File: config.mk
export PLATFORM = sky130hd
export DESIGN_NAME = serial_controller
export DESIGN_NICKNAME = d
export VERILOG_FILES = /design/src/rtl/serial_controller.sv
export SDC_FILE = /design/constraint.sdc
export NUM_CORES = 1
export LEC_CHECK = 0
export ABC_AREA = 1
export CAP_MARGIN = 5
export CORE_MARGIN = 3
export CORE_UTILIZATION = 48
export CTS_BUF_LIST = sky130_fd_sc_hd__clkbuf_8
export DETAILED_ROUTE_END_ITERATION = 12
export PLACE_DENSITY = 0.84
export SLEW_MARGIN = 5
export SYNTH_ARGS = -nofsm -noshare
export SYNTH_HDL_FRONTEND = slang
export SYNTH_SLANG_ARGS = --single-unit
File: constraint.sdc
create_clock -name clk -period 2.2 [get_ports clk]
set_clock_uncertainty 0.15 [all_clocks]
set_input_delay 0.33 -clock clk [delete_from_list [all_inputs] [get_ports clk]]
set_output_delay 0.33 -clock clk [all_outputs]
set_load 0.01 [all_outputs]
File: src/rtl/serial_controller.sv
// ---------------------------------------------------------------------------
// serial_controller
//
// UART responder for the CPU's serial I/O window. Transmit bytes are queued
// in a 4-entry FIFO and serialised onto txd (8N1, LSB first). Receive bytes
// are deserialised from rxd into a one-byte holding register with valid and
// overrun flags. Register reads return data combinationally in the same cycle.
//
// Register map (addr[3:0]):
//   0x8 DATA    write: push TX byte   read: {24'b0, rx_byte}, clears valid/overrun
//   0xC STATUS  read-only: bit0 TX FIFO not full, bit1 RX valid, bit2 RX overrun
//   other       reads 0, writes ignored
//
// Ports:
//   clk    in   rising-edge clock
//   rst    in   synchronous active-high reset
//   mode   in   [3:0] access request, 0 = none, mode[3] = 1 write / 0 read
//   addr   in   [31:0] offset within the window, only [3:0] decoded
//   wdata  in   [31:0] write data, only [7:0] used
//   rdata  out  [31:0] combinational read data
//   txd    out  UART transmit line, idle high, registered
//   rxd    in   UART receive line, asynchronous to clk
// ---------------------------------------------------------------------------
module serial_controller #(
   parameter int CLK_FREQ = 50_000_000,
   parameter int BAUD     = 115200
) (
   input  logic        clk,
   input  logic        rst,
   input  logic [3:0]  mode,
   input  logic [31:0] addr,
   input  logic [31:0] wdata,
   output logic [31:0] rdata,
   output logic        txd,
   input  logic        rxd
);

   localparam int DIV = CLK_FREQ / BAUD;
   localparam int CW  = $clog2(DIV);
   localparam logic [CW-1:0] BIT_RELOAD  = CW'(DIV - 1);
   localparam logic [CW-1:0] HALF_RELOAD = CW'(DIV / 2 - 1);
   localparam logic [CW-1:0] CNT_ONE     = CW'(1);

   typedef enum logic [1:0] {S_IDLE, S_START, S_DATA, S_STOP} uart_state_e;

   // ---------------- bus decode ----------------
   logic access, wr_acc, rd_acc, sel_data, sel_status;
   logic push, pop, data_rd, rx_load;
   logic unused_bits;

   assign access      = (mode != 4'b0000);
   assign wr_acc      = access & mode[3];
   assign rd_acc      = access & ~mode[3];
   assign sel_data    = (addr[3:0] == 4'h8);
   assign sel_status  = (addr[3:0] == 4'hC);
   assign unused_bits = ^{addr[31:4], wdata[31:8]};

   // ---------------- state ----------------
   logic [7:0]  fifo_mem_q [4];
   logic [1:0]  wr_ptr_q, wr_ptr_d, rd_ptr_q, rd_ptr_d;
   logic [2:0]  fifo_cnt_q, fifo_cnt_d;
   logic        fifo_full;

   uart_state_e tx_state_q, tx_state_d;
   logic [CW-1:0] tx_cnt_q, tx_cnt_d;
   logic [2:0]  tx_idx_q, tx_idx_d;
   logic [7:0]  tx_shift_q, tx_shift_d;
   logic        txd_q, txd_d;

   logic [1:0]  rx_sync_q;
   logic        rx_s;
   uart_state_e rx_state_q, rx_state_d;
   logic [CW-1:0] rx_cnt_q, rx_cnt_d;
   logic [2:0]  rx_idx_q, rx_idx_d;
   logic [7:0]  rx_shift_q, rx_shift_d;
   logic [7:0]  rx_byte_q, rx_byte_d;
   logic        rx_valid_q, rx_valid_d;
   logic        rx_ovr_q, rx_ovr_d;

   assign fifo_full = (fifo_cnt_q == 3'd4);
   assign push      = wr_acc & sel_data & ~fifo_full;   // full-FIFO writes are dropped
   assign data_rd   = rd_acc & sel_data;
   assign rx_s      = rx_sync_q[1];
   assign txd       = txd_q;

   // ---------------- read mux ----------------
   always_comb begin
      rdata = '0;
      if (rd_acc) begin
         if (sel_data)        rdata = {24'b0, rx_byte_q};
         else if (sel_status) rdata = {29'b0, rx_ovr_q, rx_valid_q, ~fifo_full};
      end
   end

   // ---------------- TX FIFO pointers ----------------
   always_comb begin
      wr_ptr_d   = wr_ptr_q + 2'(push);
      rd_ptr_d   = rd_ptr_q + 2'(pop);
      fifo_cnt_d = fifo_cnt_q;
      case ({push, pop})
         2'b10:   fifo_cnt_d = fifo_cnt_q + 3'd1;
         2'b01:   fifo_cnt_d = fifo_cnt_q - 3'd1;
         default: fifo_cnt_d = fifo_cnt_q;
      endcase
   end

   // NOTE: FIFO storage has no reset; validity is tracked by the pointers and
   // count, so clearing those is enough and the array maps to plain RAM/flops.
   always_ff @(posedge clk) begin
      if (push) fifo_mem_q[wr_ptr_q] <= wdata[7:0];
   end

   // ---------------- TX FSM ----------------
   // NOTE: every combinational output gets a default first, so no path can
   // leave a signal unassigned and infer a latch.
   always_comb begin
      tx_state_d = tx_state_q;
      tx_cnt_d   = tx_cnt_q;
      tx_idx_d   = tx_idx_q;
      tx_shift_d = tx_shift_q;
      pop        = 1'b0;
      case (tx_state_q)
         S_IDLE: begin
            if (fifo_cnt_q != 3'd0) begin
               pop        = 1'b1;
               tx_shift_d = fifo_mem_q[rd_ptr_q];
               tx_cnt_d   = BIT_RELOAD;
               tx_state_d = S_START;
            end
         end
         S_START: begin
            if (tx_cnt_q == '0) begin
               tx_cnt_d   = BIT_RELOAD;
               tx_idx_d   = 3'd0;
               tx_state_d = S_DATA;
            end else tx_cnt_d = tx_cnt_q - CNT_ONE;
         end
         S_DATA: begin
            if (tx_cnt_q == '0) begin
               tx_cnt_d = BIT_RELOAD;
               if (tx_idx_q == 3'd7) tx_state_d = S_STOP;
               else                  tx_idx_d   = tx_idx_q + 3'd1;
            end else tx_cnt_d = tx_cnt_q - CNT_ONE;
         end
         S_STOP: begin
            if (tx_cnt_q == '0) tx_state_d = S_IDLE;
            else                tx_cnt_d   = tx_cnt_q - CNT_ONE;
         end
         default: tx_state_d = S_IDLE;
      endcase
   end

   // Line level follows the current state; registering it delays the whole
   // waveform by one cycle without changing any bit duration.
   always_comb begin
      txd_d = 1'b1;
      case (tx_state_q)
         S_START: txd_d = 1'b0;
         S_DATA:  txd_d = tx_shift_q[tx_idx_q];
         default: txd_d = 1'b1;
      endcase
   end

   // ---------------- RX FSM ----------------
   always_comb begin
      rx_state_d = rx_state_q;
      rx_cnt_d   = rx_cnt_q;
      rx_idx_d   = rx_idx_q;
      rx_shift_d = rx_shift_q;
      rx_load    = 1'b0;
      case (rx_state_q)
         S_IDLE: begin
            if (!rx_s) begin
               rx_cnt_d   = HALF_RELOAD;
               rx_state_d = S_START;
            end
         end
         S_START: begin
            // Mid-start-bit re-check rejects short glitches.
            if (rx_cnt_q == '0) begin
               if (rx_s) rx_state_d = S_IDLE;
               else begin
                  rx_cnt_d   = BIT_RELOAD;
                  rx_idx_d   = 3'd0;
                  rx_state_d = S_DATA;
               end
            end else rx_cnt_d = rx_cnt_q - CNT_ONE;
         end
         S_DATA: begin
            if (rx_cnt_q == '0) begin
               rx_shift_d = {rx_s, rx_shift_q[7:1]};
               rx_cnt_d   = BIT_RELOAD;
               if (rx_idx_q == 3'd7) rx_state_d = S_STOP;
               else                  rx_idx_d   = rx_idx_q + 3'd1;
            end else rx_cnt_d = rx_cnt_q - CNT_ONE;
         end
         S_STOP: begin
            if (rx_cnt_q == '0) begin
               rx_load    = rx_s;        // framing error discards the byte
               rx_state_d = S_IDLE;
            end else rx_cnt_d = rx_cnt_q - CNT_ONE;
         end
         default: rx_state_d = S_IDLE;
      endcase
   end

   // Holding register: a load beats a same-edge DATA read.
   always_comb begin
      rx_byte_d  = rx_byte_q;
      rx_valid_d = rx_valid_q;
      rx_ovr_d   = rx_ovr_q;
      if (rx_load) begin
         rx_byte_d  = rx_shift_q;
         rx_valid_d = 1'b1;
         rx_ovr_d   = rx_ovr_q | rx_valid_q;
      end else if (data_rd) begin
         rx_valid_d = 1'b0;
         rx_ovr_d   = 1'b0;
      end
   end

   // ---------------- state registers ----------------
   // NOTE: sequential state uses non-blocking assignments so every register
   // samples pre-edge values regardless of statement order.
   always_ff @(posedge clk) begin
      if (rst) begin
         wr_ptr_q   <= 2'd0;
         rd_ptr_q   <= 2'd0;
         fifo_cnt_q <= 3'd0;
         tx_state_q <= S_IDLE;
         tx_cnt_q   <= '0;
         tx_idx_q   <= 3'd0;
         tx_shift_q <= 8'd0;
         txd_q      <= 1'b1;
         rx_sync_q  <= 2'b11;
         rx_state_q <= S_IDLE;
         rx_cnt_q   <= '0;
         rx_idx_q   <= 3'd0;
         rx_shift_q <= 8'd0;
         rx_byte_q  <= 8'd0;
         rx_valid_q <= 1'b0;
         rx_ovr_q   <= 1'b0;
      end else begin
         wr_ptr_q   <= wr_ptr_d;
         rd_ptr_q   <= rd_ptr_d;
         fifo_cnt_q <= fifo_cnt_d;
         tx_state_q <= tx_state_d;
         tx_cnt_q   <= tx_cnt_d;
         tx_idx_q   <= tx_idx_d;
         tx_shift_q <= tx_shift_d;
         txd_q      <= txd_d;
         rx_sync_q  <= {rx_sync_q[0], rxd};
         rx_state_q <= rx_state_d;
         rx_cnt_q   <= rx_cnt_d;
         rx_idx_q   <= rx_idx_d;
         rx_shift_q <= rx_shift_d;
         rx_byte_q  <= rx_byte_d;
         rx_valid_q <= rx_valid_d;
         rx_ovr_q   <= rx_ovr_d;
      end
   end

endmodule

==> flow_metrics.tcl, run 1 <==
set metrics [dict create \
    status "finished clean" \
    p_seq_share_pct 37.8 \
    seqCellArea_mm2 0.00225 \
    core-area_mm2 0.00950 \
    power.internal_w 0.00360 \
    drv_slew 0 \
    die_h_um 106 \
    cts_hold_buffers 0 \
    crit_fanout 9 \
    p_sw_w 0.00255 \
    worstHoldPathType "register to register" \
    synth-seq-cells 96 \
    drive_gt1_share_pct 10.9 \
    worstSetupPathType "primary input to output port" \
    die_area_mm2 0.0113 \
    clock.fmax_mhz 468 \
    synth.distinct_cells 41 \
    critPathCaptureType "output port" \
    syn_area_mm2 0.00481 \
    via_count 3870 \
    cts.sinks 96 \
    critical-path-max-stage-delay_ns 0.42 \
    ys_async_sr_fraction_pct 0 \
    drv_cap 0 \
    min_to "rx_sync_q[1]$_SDFF_PP1_" \
    timing.rr.end "fifo_cnt_q[1]$_SDFFE_PP0P_" \
    worst_slack_ns 0.0627 \
    overflow 0 \
    finalSetupTns_ns 0 \
    sw_frac_of_total_pct 41.5 \
    r2r_cells 10 \
    pwr-share-comb_pct 42.0 \
    period_needed_ns 2.14 \
    syn2layout_area_growth_pct 13.5 \
    pwr-share-clk_pct 20.2 \
    p_leak_nw 2.34 \
    crit_arrival_ns 1.66 \
    io_pins 104 \
    cts-buffers-inserted 9 \
    initial_core_util_pct 50.6 \
    tightest_slew_ns 0.534 \
    io_buffers 27 \
    drt-total-wl_um 9320 \
    crit_slowest_cell "clkdlybuf4s50_1" \
    die_w_um 106 \
    firstDrtPassIters 5 \
    hold_violations 0 \
    insertion_delay_ns 0.37 \
    crit_buf_inv 2 \
    cts_setup_buffers 0 \
    peakVddDrop_v 0.000459 \
    multi_input_area_mm2 0.00220 \
    dp_hpwl_um 6700 \
    nets 730 \
    r2r_start "tx_state_q[0]$_SDFFE_PP0P_" \
    required_ns 1.72 \
    grt_start_max_net_pins 29 \
    synth_ff_type "dfxtp_1" \
    antenna_found_initial 0 \
    startpoint_type "primary input" \
    grt_usage_pct 16.8 \
    antennaDiodeCount 0 \
    n_fill_cell 823 \
    grt_pass1_wl_um 15700 \
    finalSetupViolations 0 \
    post-route-period-util_pct 97.2 \
    clk_path_buf_depth 2 \
    gp_congestion 0.851 \
    drc 0 \
    r2r_setup_slack_ns 0.14 \
    syn_inst 598 \
    p_per_area_mw_per_mm2 1130 \
    ant_nets 0 \
    cts_root_buffer "clkbuf_8" \
    drtIter0Drc 159 \
    dpl_worst_slack_ns -0.405 \
    cts_tree "built" \
    seq_area_frac_synth_pct 46.6 \
    ys_warn_count 0 \
    wl_per_cell_um 12.1 \
    holdPathStages 1 \
    cts.reportedPaths.clkPinSlew_ns 0.10 \
    final_core_util_pct 57.5 \
    htreeDepth 3 \
    grt_pass1_vias 3612 \
    slew_headroom_pct 64.1 \
    path_cells "clkdlybuf4s50_1, nand3b_1, or2_4, o22ai_1, dlygate4sd2_1" \
    syn_area_per_cell_um2 8.05 \
    whs_ns 0.271 \
    hp-start "rx_sync_q[0]$_SDFF_PP1_" \
    synth_edf_count 32 \
    placementRows 35 \
    via_per_inst 5.01 \
    crit_family "buffers and inverters" \
]
==> layout by cell type, fill, tap and decap left out, types with 4 or more instances in the layout <==
cell,count
xor2_1,4
inv_1,63
a21oi_1,27
a31oi_1,8
nand2_1,91
nand3_1,33
dlygate4sd2_1,5
buf_4,18
conb_1,24
nor3_1,8
edfxtp_1,32
clkbuf_8,9
nor2_1,108
ha_1,18
nand4_1,5
clkdlybuf4s50_1,17
dfxtp_1,61
inv_2,5
o21ai_0,53
==> power groups by stage <==
stage | sequential (W) | clock [W] | combinational, W
final | 0.00232 | 0.00124 | 0.00258
after global routing | 0.00236 | 0.00134 | 0.00297
after CTS | 0.00231 | 0.00126 | 0.00255
after detailed placement | 0.00234 | 0 | 0.00251
after global placement | 0.00233 | 0 | 0.00239
after floorplan | 0.00230 | 0 | 0.00207
==> synth_stat cells (all sizes together) (9+ instances only) <==
cell | n | area (um^2)
a21oi | 29 | 153
a31oi | 9 | 62.6
buf | 33 | 236
dfxtp | 64 | 1280
edfxtp | 32 | 961
ha | 20 | 250
inv | 68 | 255
nand2 | 94 | 370
nand3 | 35 | 193
nor2 | 113 | 455
nor3 | 10 | 50.1
o21ai | 55 | 279
==> kinds of logic (layout without fill, tap and decap cells) <==
kind of cell / count (synthesis) / count (layout) / synth area share [%]
AND/OR/NAND/NOR: 265 / 265 / 24.3
buffers and inverters: 107 / 129 / 10.7
AO/OA/AOI/OAI: 101 / 101 / 11.5
flip-flops: 96 / 96 / 46.6
adder cells (fa/ha/maj): 21 / 21 / 5.62
XOR/XNOR: 7 / 7 / 1.27
other: 1 / 24 / 0.0779
==> how the worst max path moves through the flow <==
stage	from	endpoint	depth (start not counted)
2_1_floorplan	tx_state_q[0]$_SDFFE_PP0P_	fifo_cnt_q[2]$_SDFFE_PP0P_	13
6_report	addr[2]	rdata[2]	5
5_1_grt	addr[2]	fifo_cnt_q[1]$_SDFFE_PP0P_	11
3_3_place_gp	addr[1]	rdata[0]	6
4_1_cts	addr[1]	rdata[0]	6
3_5_place_dp	addr[1]	rdata[0]	6
==> routing by layer <==
layer,share of wire (%),global-route usage [%],vias up
met4,1.3,4.72,0
li1,-,-,1988
met3,4.3,3.34,11
met2,50,31.2,79
met1,44,19.7,1792
met5,0,0,-
==> metrics by stage <==
step	cells	instance area [um^2]	power [W]
after global routing	772	5460	0.00666
after detailed placement	757	5220	0.00486
after CTS	773	5440	0.00612
final	772	5460	0.00615
after global placement	757	5220	0.00472
after floorplan	621	4910	0.00437
==> repair_timing <==
item,CTS,global route
gates resized for setup,13,22
setup endpoints to repair,9,14
pin swaps,0,7
endpoints found under the hold margin,0,0
==> cell type report <==
| cell class | instances | area share (%) |
|---|---|---|
| Sequential cell | 96 | 41.1 |
| Multi-Input combinational cell | 418 | 40.2 |
| Timing Repair Buffer | 45 | 7.12 |
| Inverter | 68 | 4.67 |
| Tap cell | 129 | 2.96 |
| Clock buffer | 9 | 2.27 |
| Clock inverter | 7 | 1.65 |
==> state kept, by name, summed over array words and instances, names as in the netlist, named ones only <==
signal / cells
rx_ovr_q: 1
tx_state_q: 2
rd_ptr_q: 2
tx_shift_q: 8
rx_cnt_q: 9
rx_shift_q: 8
rx_valid_q: 1
tx_cnt_q: 9
wr_ptr_q: 2
rx_idx_q: 3
fifo_mem_q: 32
fifo_cnt_q: 3
txd: 1
rx_state_q: 1
rx_sync_q: 2
rx_byte_q: 8
tx_idx_q: 3
(Power assumes the default switching activity.)
==> run 2, diff against run 1 <==
CORE_MARGIN = 1.5   (was 3)
==> flow_metrics.tcl, run 2 (synthesis results as in run 1) <==
set metrics [dict create \
    clock.fmax_mhz 463 \
    cts.reportedPaths.clkPinSlew_ns 0.09 \
    sw_frac_of_total_pct 40.0 \
    slew_headroom_pct 58.2 \
    p_sw_w 0.00253 \
    dp_hpwl_um 6580 \
    p_seq_share_pct 37.0 \
    status "finished clean" \
    dpl_worst_slack_ns -0.391 \
    firstDrtPassIters 4 \
    grt_pass1_wl_um 15900 \
    hold_violations 0 \
    p_per_area_mw_per_mm2 1160 \
    mostFrequentLayoutCells "nor2_1 (110), nand2_1 (91), inv_1 (66)" \
    critical-path-max-stage-delay_ns 0.43 \
    io_pins 104 \
    crit_slowest_cell "fa_2" \
    grt_usage_pct 19.1 \
    grt_setup_unrepaired "true" \
    crit_fanout 2 \
    layout_commonest_cell "nor2_1" \
    startpoint_type "primary input" \
    cts.sinks 96 \
    worstHoldPathType "register to register" \
    antennaDiodeCount 0 \
    stdcell_count 776 \
    drv_cap 0 \
    htreeDepth 3 \
    critPathCaptureType "register" \
    drv_slew 0 \
    period_needed_ns 2.16 \
    path_cells "clkdlybuf4s50_1, nor2_1, nand3b_1, nor3_2, buf_4, inv_1, ha_2, inv_1, fa_2, nor2_1, a21oi_1, nor2_1" \
    final_core_util_pct 56.2 \
    syn2layout_area_growth_pct 13.5 \
    cts_tree "built" \
    insertion_delay_ns 0.38 \
    multi_input_area_mm2 0.00218 \
    via_per_inst 5.08 \
    finalSetupTns_ns 0 \
    pwr-share-clk_pct 22.1 \
    n_fill_cell 860 \
    crit_family "buffers and inverters" \
    post-route-period-util_pct 98.3 \
    wl_per_cell_um 12.4 \
    largest_reg_flops 32 \
    die_h_um 103 \
    p_leak_nw 2.31 \
    top_register "fifo_mem_q" \
    clk_path_buf_depth 2 \
    required_ns 2.36 \
    drc 0 \
    tightest_slew_ns 0.625 \
    die_w_um 103 \
    drt-total-wl_um 9650 \
    die_area_mm2 0.0106 \
    cts-buffers-inserted 9 \
    worstSetupPathType "primary input to register" \
    nets 730 \
    crit_arrival_ns 2.32 \
    seqCellArea_mm2 0.00224 \
    io_buffers 27 \
    core-area_mm2 0.00973 \
    fin_area_mm2 0.00546 \
    initial_core_util_pct 49.5 \
    dp.cells 757 \
    placementRows 36 \
    crit_buf_inv 4 \
    pwr-share-comb_pct 40.9 \
    drive_gt1_share_pct 10.6 \
    finalSetupViolations 0 \
    drtIter0Drc 166 \
    overflow 0 \
    placed_cell_area_mm2 0.00521 \
    power.internal_w 0.00379 \
    cts_root_buffer "clkbuf_8" \
    peakVddDrop_v 0.000455 \
    ant_nets 0 \
    via_count 3943 \
    grt_start_max_net_pins 44 \
    path_common_cell "nor2_1" \
    antenna_found_initial 0 \
    grt_pass1_vias 3737 \
    worst_slack_ns 0.0381 \
    gp_congestion 0.853 \
    reg_top3 "fifo_mem_q x32, rx_cnt_q x9, tx_cnt_q x9" \
]
==> run 2: cell types whose count changed in the layout (fill, tap and decap cells not counted), sizes merged <==
cell,delta
clkbuf,+5
dlygate4sd2,-5
clkinvlp,+1
dlymetal6s2s,-2
inv,-3
bufinv,+2
clkdlybuf4s50,+2
==> run 2: per-stage QoR <==
step | hold WS [ns] | power (W)
5_1_grt | 0.273 | 0.00683
2_1_floorplan | 0.239 | 0.00437
6_report | 0.255 | 0.00632
3_3_place_gp | 0.245 | 0.00471
3_5_place_dp | 0.251 | 0.00487
4_1_cts | 0.263 | 0.00629
==> run 2: what timing repair did <==
action	in CTS	in global routing
hold buffers	0	0
gates resized for setup	10	26
buffers inserted	0	3
endpoints found under the setup margin	9	10
pin swaps	0	2
hold endpoints to repair	0	0
==> run 2: final timing paths <==
path                                                 start                    endpoint  slack (ns)  cells past startpoint
worst min-delay path               rx_sync_q[0]$_SDFF_PP1_     rx_sync_q[1]$_SDFF_PP1_        0.26                      1
worst min register to register     rx_sync_q[0]$_SDFF_PP1_     rx_sync_q[1]$_SDFF_PP1_        0.26                      1
worst max register to register  fifo_cnt_q[2]$_SDFFE_PP0P_  fifo_cnt_q[1]$_SDFFE_PP0P_        0.09                     11
worst max-delay path                               addr[1]  fifo_cnt_q[1]$_SDFFE_PP0P_        0.04                     12
==> run 2: power by group through the flow <==
stage / logic, W / clock network [W] / registers [W]
after floorplan: 0.00207 / 0 / 0.00230
after global placement: 0.00237 / 0 / 0.00234
after detailed placement: 0.00251 / 0 / 0.00236
after CTS: 0.00254 / 0.00142 / 0.00233
after global routing: 0.00296 / 0.00149 / 0.00238
final: 0.00259 / 0.00139 / 0.00234
==> run 2: layer usage <==
metal  global-route usage, %  up-vias  routed length (um)
li1                        -     1987                   -
met1                    22.2     1833                4290
met2                    34.2      100                4770
met3                    3.39       23                 367
met4                    8.52        0                 223
met5                       0        -                   0
==> run 2: cell type report <==
cell class | instances | area share, %
clock buffer | 9 | 2.27
inverter | 68 | 4.67
sequential | 96 | 41.1
tap | 133 | 3.05
multi-input combinational | 418 | 39.8
clock inverter | 7 | 2.18
timing repair buffer | 45 | 6.92
==> run 3, diff against run 2 <==
CORE_MARGIN = not set   (was 1.5)
==> flow_metrics.tcl, run 3 (synthesis results as in run 1) <==
set metrics [dict create \
    status "finished clean" \
    worstSetupPathType "primary input to output port" \
    startpoint_type "primary input" \
    drv_cap 0 \
    pwr-share-clk_pct 19.5 \
    post-route-period-util_pct 95.4 \
    ant_nets 0 \
    firstDrtPassIters 5 \
    finalSetupTns_ns 0 \
    drt-total-wl_um 9410 \
    antennaDiodeCount 0 \
    power.internal_w 0.00356 \
    grt_pass1_vias 3707 \
    peakVddDrop_v 0.000517 \
    die_h_um 102 \
    pwr-share-comb_pct 42.0 \
    wl_per_cell_um 12.1 \
    insertion_delay_ns 0.37 \
    mostFrequentLayoutCells "nor2_1 (109), nand2_1 (91), inv_1 (64)" \
    die_area_mm2 0.0104 \
    finalSetupViolations 0 \
    drc 0 \
    period_needed_ns 2.10 \
    cts_tree "built" \
    p_leak_nw 2.31 \
    htreeDepth 3 \
    nets 733 \
    p_seq_share_pct 38.5 \
    cts-buffers-inserted 9 \
    reg_top3 "fifo_mem_q x32, rx_cnt_q x9, tx_cnt_q x9" \
    critPathCaptureType "output port" \
    sw_frac_of_total_pct 41.2 \
    placed_cell_area_mm2 0.00521 \
    cts.sinks 96 \
    holdPathStages 1 \
    io_pins 104 \
    p_sw_w 0.00249 \
    r2r_cells 10 \
    drv_slew 0 \
    power_w 0.00605 \
    slew_headroom_pct 64.9 \
    drtIter0Drc 219 \
    overflow 0 \
    via_count 3924 \
    placementRows 36 \
    final_core_util_pct 55.9 \
    clk_path_buf_depth 2 \
    tightest_slew_ns 0.522 \
    largest_reg_flops 32 \
    crit_fanout 9 \
    dp_hpwl_um 6680 \
    initial_core_util_pct 49.5 \
    grt_setup_unrepaired "true" \
    layout_commonest_cell "nor2_1" \
    whs_ns 0.265 \
    cts_root_buffer "clkbuf_8" \
    core-area_mm2 0.00973 \
    io_buffers 27 \
    grt_usage_pct 19.7 \
    grt_pass1_wl_um 16000 \
    hold_violations 0 \
    grt_start_max_net_pins 25 \
    drive_gt1_share_pct 11.0 \
    p_per_area_mw_per_mm2 1110 \
    cts.reportedPaths.clkPinSlew_ns 0.09 \
    required_ns 1.72 \
    die_w_um 102 \
    fin_area_mm2 0.00544 \
    syn2layout_area_growth_pct 13.0 \
    gp_congestion 0.845 \
    antenna_found_initial 0 \
    n_fill_cell 859 \
    cts_hold_buffers 0 \
    via_per_inst 5.04 \
    top_register "fifo_mem_q" \
    crit_arrival_ns 1.62 \
    clock.fmax_mhz 476 \
    worstHoldPathType "register to register" \
]
==> run 3: changes by cell type in the layout (fill, tap and decap cells not counted), moves of 2 or more <==
cell	previous run	this run
buf_4	17	21
bufinv_16	3	1
ha_1	18	20
ha_2	2	0
inv_1	66	64
o21ai_0	54	52
o21ai_1	0	2
==> run 3: area by class of cell <==
class                           instances  area, um^2  share of cell area, %
Timing Repair Buffer                   48         393                   7.23
Multi-Input combinational cell        418        2180                   40.1
Inverter                               68         255                   4.69
Clock buffer                            9         124                   2.28
Sequential cell                        96        2240                   41.3
Clock inverter                          6        75.1                   1.38
Tap cell                              133         166                   3.06
==> run 3: worst paths after layout <==
check                              from                    endpoint  slack (ns)
max                             addr[1]                    rdata[3]        0.10
min             rx_sync_q[0]$_SDFF_PP1_     rx_sync_q[1]$_SDFF_PP1_        0.26
max reg2reg  tx_state_q[0]$_SDFFE_PP0P_  fifo_cnt_q[1]$_SDFFE_PP0P_        0.18
min reg2reg     rx_sync_q[0]$_SDFF_PP1_     rx_sync_q[1]$_SDFF_PP1_        0.26
==> run 3: metal layers <==
layer	wire, um	global-route usage (%)
met1	4170	23.4
met2	4550	34.0
met3	443	3.90
met4	241	10.1
met5	0	0
==> run 3: metrics by stage <==
step           cells  setup slack [ns]
6_report         778             0.101
2_1_floorplan    621            0.0385
4_1_cts          774           0.00404
5_1_grt          778           -0.0380
3_5_place_dp     759            -0.402
3_3_place_gp     759            -0.343
==> run 3: repair_timing <==
item                       4_1_cts  5_1_grt
setup buffers                    0        4
setup endpoints to repair        8       18
gates resized for setup         11       27
pin swaps                        0        4
==> run 3: power by group through the flow <==
| stage | Sequential [W] | Clock (W) | Combinational, W |
|---|---|---|---|
| 6_report | 0.00233 | 0.00118 | 0.00254 |
| 3_5_place_dp | 0.00235 | 0 | 0.00249 |
| 5_1_grt | 0.00237 | 0.00128 | 0.00292 |
| 4_1_cts | 0.00232 | 0.00121 | 0.00251 |
| 3_3_place_gp | 0.00234 | 0 | 0.00237 |
| 2_1_floorplan | 0.00230 | 0 | 0.00207 |
==> run 3: critical path: stages <==
cell	delay, ns
clkdlybuf4s50_1	0.41
nor2_2	0.13
nand3b_1	0.12
or2_4	0.29
nor2_1	0.09
clkdlybuf4s15_1	0.23
